<file path="src/rtl/serial_add_seq.sv">
// serial_add_seq: bit-serial adder sequencer, LSB-first, one bit per clock.
// Ports:
//   clk, rst_n           clock, synchronous active-low reset
//   in_valid/in_ready    operand handshake (op_a, op_b accepted in IDLE only)
//   op_a, op_b           WIDTH-bit unsigned operands
//   out_valid/out_ready  result handshake (result held in DONE until taken)
//   result               WIDTH+1-bit sum, MSB is the final carry
//   busy                 high while bits are being shifted through the adder
module serial_add_seq #(
    parameter  int WIDTH = 8,
    localparam int CNT_W = $clog2(WIDTH + 1)
) (
    input  logic             clk,
    input  logic             rst_n,
    input  logic             in_valid,
    output logic             in_ready,
    input  logic [WIDTH-1:0] op_a,
    input  logic [WIDTH-1:0] op_b,
    output logic             out_valid,
    input  logic             out_ready,
    output logic [WIDTH:0]   result,
    output logic             busy
);
    typedef enum logic [1:0] {IDLE, SHIFT, DONE} state_t;
    state_t state, state_next;
    logic [WIDTH-1:0] shift_a, shift_b;
    logic [CNT_W-1:0] count;
    logic carry, s1, c1, s, c2, co, last;
    // Two cascaded half adders with the carry fed back from a register.
    assign s1   = shift_a[0] ^ shift_b[0];
    assign c1   = shift_a[0] & shift_b[0];
    assign s    = s1 ^ carry;
    assign c2   = s1 & carry;
    assign co   = c1 | c2;
    assign last = count == CNT_W'(WIDTH - 1);
    always_ff @(posedge clk) begin
        if (!rst_n)
            state <= IDLE;
        else
            state <= state_next;
    end
    always_comb begin
        state_next = (state == IDLE  && in_valid)  ? SHIFT :
                     (state == SHIFT && last)      ? DONE  :
                     (state == DONE  && out_ready) ? IDLE  : state;
    end
    always_comb begin
        in_ready  = state == IDLE;
        busy      = state == SHIFT;
        out_valid = state == DONE;
    end
    always_ff @(posedge clk) begin
        if (!rst_n) begin
            shift_a <= '0;
            shift_b <= '0;
            carry   <= 1'b0;
            count   <= '0;
            result  <= '0;
        end else if (state == IDLE && in_valid) begin
            shift_a <= op_a;
            shift_b <= op_b;
            carry   <= 1'b0;
            count   <= '0;
            result  <= '0;
        end else if (state == SHIFT) begin
            shift_a       <= shift_a >> 1;
            shift_b       <= shift_b >> 1;
            carry         <= co;
            count         <= count + CNT_W'(1);
            result[count] <= s;
            // Final carry out of the top bit becomes the result MSB.
            if (last)
                result[WIDTH] <= co;
        end
    end
endmodule

</file>
<file path="config.mk">
export PLATFORM = sky130hd
export DESIGN_NAME = serial_add_seq
export DESIGN_NICKNAME = d
export VERILOG_FILES = /design/src/rtl/serial_add_seq.sv
export SDC_FILE = /design/constraint.sdc
export NUM_CORES = 1
export LEC_CHECK = 0
export BUFFER_PORTS_ARGS = -buffer_cell sky130_fd_sc_hd__buf_2
export CORE_MARGIN = 1
export CORE_UTILIZATION = 48
export CTS_CLUSTER_DIAMETER = 200
export DETAILED_ROUTE_END_ITERATION = 10
export PLACE_DENSITY_LB_ADDON = 0.3
export SLEW_MARGIN = 20
export SYNTH_ARGS = -nofsm -noshare
export SYNTH_HDL_FRONTEND = slang
export SYNTH_SLANG_ARGS = --single-unit
</file>
<file path="constraint.sdc">
create_clock -name clk -period 1.55 [get_ports clk]
set_input_delay 0.155 -clock clk [delete_from_list [all_inputs] [get_ports clk]]
set_output_delay 0.155 -clock clk [all_outputs]
set_load 0.02 [all_outputs]
</file>
==> flow_summary.json <==
{
  "synth.ff_latch_count": 32,
  "cts_sinks": 32,
  "die_h_um": 58.5,
  "worst_skew_pair.late_latency_ns": 0.35,
  "areaGrowthSynthToFinish_pct": 14.4,
  "worst_ir_drop_vdd_mv": 0.517,
  "post_synth_main_area_contributors": "dfxtp_1 42%, a22oi_1 6.9%, a21boi_1 5.4%",
  "gp_congestion": 0.789,
  "clkTransAtPathRegs_ns": 0.10,
  "sum_of_internal_switching_and_leakage_power_uw": 1590,
  "crit_required_ns": 1.39,
  "clock-skew-final_ns": 0.0104,
  "power_density_nw_per_um2": 908,
  "cts_root_buf": "clkbuf_4",
  "slew_violations": 0,
  "cts_hold_repair.buffers": 0,
  "cp.arrival_ns": 1.29,
  "synth.yosys.seq_area_share": 0.418,
  "crit_path_max_fanout": 26,
  "detail_route.vias_per_cell": 5.59,
  "syn-mean-instance-area_um2": 9.07,
  "max_cap_viol_count": 0,
  "clock.fmax_mhz": 691,
  "post_synthesis_cell_count": 169,
  "port_buffers": 31,
  "power.static_leakage_uw": 0.000687,
  "first_global_vias": 1266,
  "hold_fails_final_rpt": 0,
  "yosys_most_used_dff": "dfxtp_1",
  "floorplan.die.width_um": 58.5,
  "synth_fp_nets": 194,
  "ys.warnings.count": 0,
  "synth_common_cells": "32 x dfxtp_1, 22 x nand2_1, 14 x a22oi_1, 13 x a21oi_1, 11 x a21boi_1",
  "placeableCoreArea_um2": 3050,
  "first_pass_iters": 4,
  "report.final.setup_viol": 0,
  "syn-cell-area_um2": 1530,
  "die_area_um2": 3420,
  "synthDominantAreaCellType": "dfxtp_1",
  "critPathLaunchType": "flop",
  "grt_antenna_before_repair": 0,
  "critical_path_buffer_and_inverter_count": 2,
  "crit_path_end_kind": "output port",
  "antenna_cells_inserted": 0,
  "critical_path.cell_chain": "nand2b_4 -> inv_8 -> buf_2",
  "initial_utilization": 0.502,
  "cp_top_family": "flip-flops",
  "run_status": "completed",
  "rsz_0062_raised_after_global_routing": "no",
  "tritoncts.num_buffers": 5,
  "dr_total_vias": 1364,
  "final.hold.worst_slack_ns": 0.0307,
  "htree_num_levels": 2,
  "synth_cell_type_count": 33,
  "post-route-min-period_ns": 1.45,
  "finalNonFillerCells": 244,
  "tightestPinTransition_ns": 0.330,
  "hold_path_class": "in2reg",
  "detail_route.wirelength_um": 3240,
  "floorplan.rows": 20,
  "tritoncts_clock_tree": "done",
  "place_inst": 236,
  "setup_tns_ns": 0,
  "post_route_cells_drive_above_1_share": 0.260,
  "wl_per_cell_um": 13.3,
  "synth.top_cell.area_share": 0.418,
  "grt_max_degree": 27,
  "antenna_violating_nets_post_route": 0,
  "critical-path-slowest-cell": "dfxtp_2",
  "drc": 0,
  "clock_tree.buffer_depth": 2,
  "dr.first_iter.drc_count": 77,
  "grt_pass1_wl_um": 5550,
  "timing_worst_setup_path_type": "reg2out",
  "ioPinCount": 32,
  "critical-path-max-stage-delay_ns": 0.39,
  "grt_overflow": 0,
  "nets": 224,
  "detailed_place_hpwl_um": 2310,
  "min_period_over_period": 0.934,
  "track_usage": 0.220,
  "synth_async_sr_flop_share": 0,
  "max-slew-margin-rel": 0.780,
  "synthMostInstantiatedCell": "dfxtp_1",
  "synth_enable_flop_cells": 0
}
## layer usage
| layer | vias up | routed length (um) | track usage |
|---|---|---|---|
| met4 | 0 | 80 | 0.156 |
| li1 | 669 | - | - |
| met1 | 649 | 1470 | 0.270 |
| met2 | 37 | 1520 | 0.342 |
| met5 | - | 0 | 0 |
| met3 | 9 | 171 | 0.0505 |
## worst register-to-register path, cell delays in order, from the launching register on
cell,delay (ns)
dfxtp_1,0.34
fa_1,0.45
and4b_1,0.22
o211ai_1,0.17
mux2i_1,0.09
## layout by cell type, fill, tap and decap left out, types with 2 or more instances in the layout
master    netlist  routed
a21boi_0        7       7
nand3_1         4       4
and4b_1         2       2
inv_1           3       3
ha_1            4       4
a21oi_1        13      13
nand2_1        22      22
buf_2           1      31
clkinv_2        0       2
nand3b_1        6       6
dfxtp_2         0       2
o21ai_0        10      10
nand4_1         8       8
dfxtp_1        32      30
a22oi_1        14      14
buf_4           4       5
nor2_1          5       5
a21boi_1       11      11
clkbuf_4        0       5
## registers in the layout, summed over array words and instances (netlist names)
register / flops
result: 9
count: 4
shift_a: 8
carry: 1
state: 2
shift_b: 8
## final timing paths
| path | startpoint | slack, ns | cells past startpoint | to |
|---|---|---|---|---|
| hold reg to reg | shift_a[1] | 0.46 | 2 | shift_a[1] |
| setup reg to reg | shift_a[0] | 0.17 | 4 | result[8] |
| hold / removal | op_a[7] | 0.03 | 3 | shift_a[7] |
| setup / recovery | state[1] | 0.10 | 3 | busy |
## layout make-up
cell class | instances | area (um2)
clock buffers | 6 | 51.3
clock inverters | 2 | 10.0
fillers | 292 | 1300
inverters | 4 | 22.5
multi-input cells | 120 | 779
flip-flops and latches | 32 | 643
well taps | 44 | 55.1
repair buffers | 36 | 193
## repair_timing
item / CTS / global route
gates cloned: 0 / 0
setup buffers: 0 / 0
setup endpoints to repair: 1 / 1
pin swaps: 0 / 0
gates resized for setup: 2 / 2
## power breakdown
part	leakage [uW]	total (uW)	switching, uW	internal (uW)
Combinational	0.000387	207	121	86.2
Sequential	0.000261	880	24.6	855
Clock	0.0000380	506	291	215
Total	0.000687	1590	436	1160
## logic make-up after synthesis
family | Yosys count | share of synthesized area
flip-flops | 32 | 0.418
AND/OR/NAND/NOR | 55 | 0.202
buffers and inverters | 17 | 0.0735
AO/OA/AOI/OAI | 58 | 0.249
multiplexers | 1 | 0.00653
XOR/XNOR | 1 | 0.00572
adder cells (fa/ha/maj) | 5 | 0.0457
## through the flow
step                utilization  area (um2)  worst slack, ns
floorplan                     -        1530           0.0216
global placement          0.552        1690            0.191
detailed placement        0.552        1690            0.160
CTS                       0.573        1750          0.00716
global route              0.575        1750           0.0263
finish                    0.575        1750            0.103
Power figures use the tool's default switching activity.
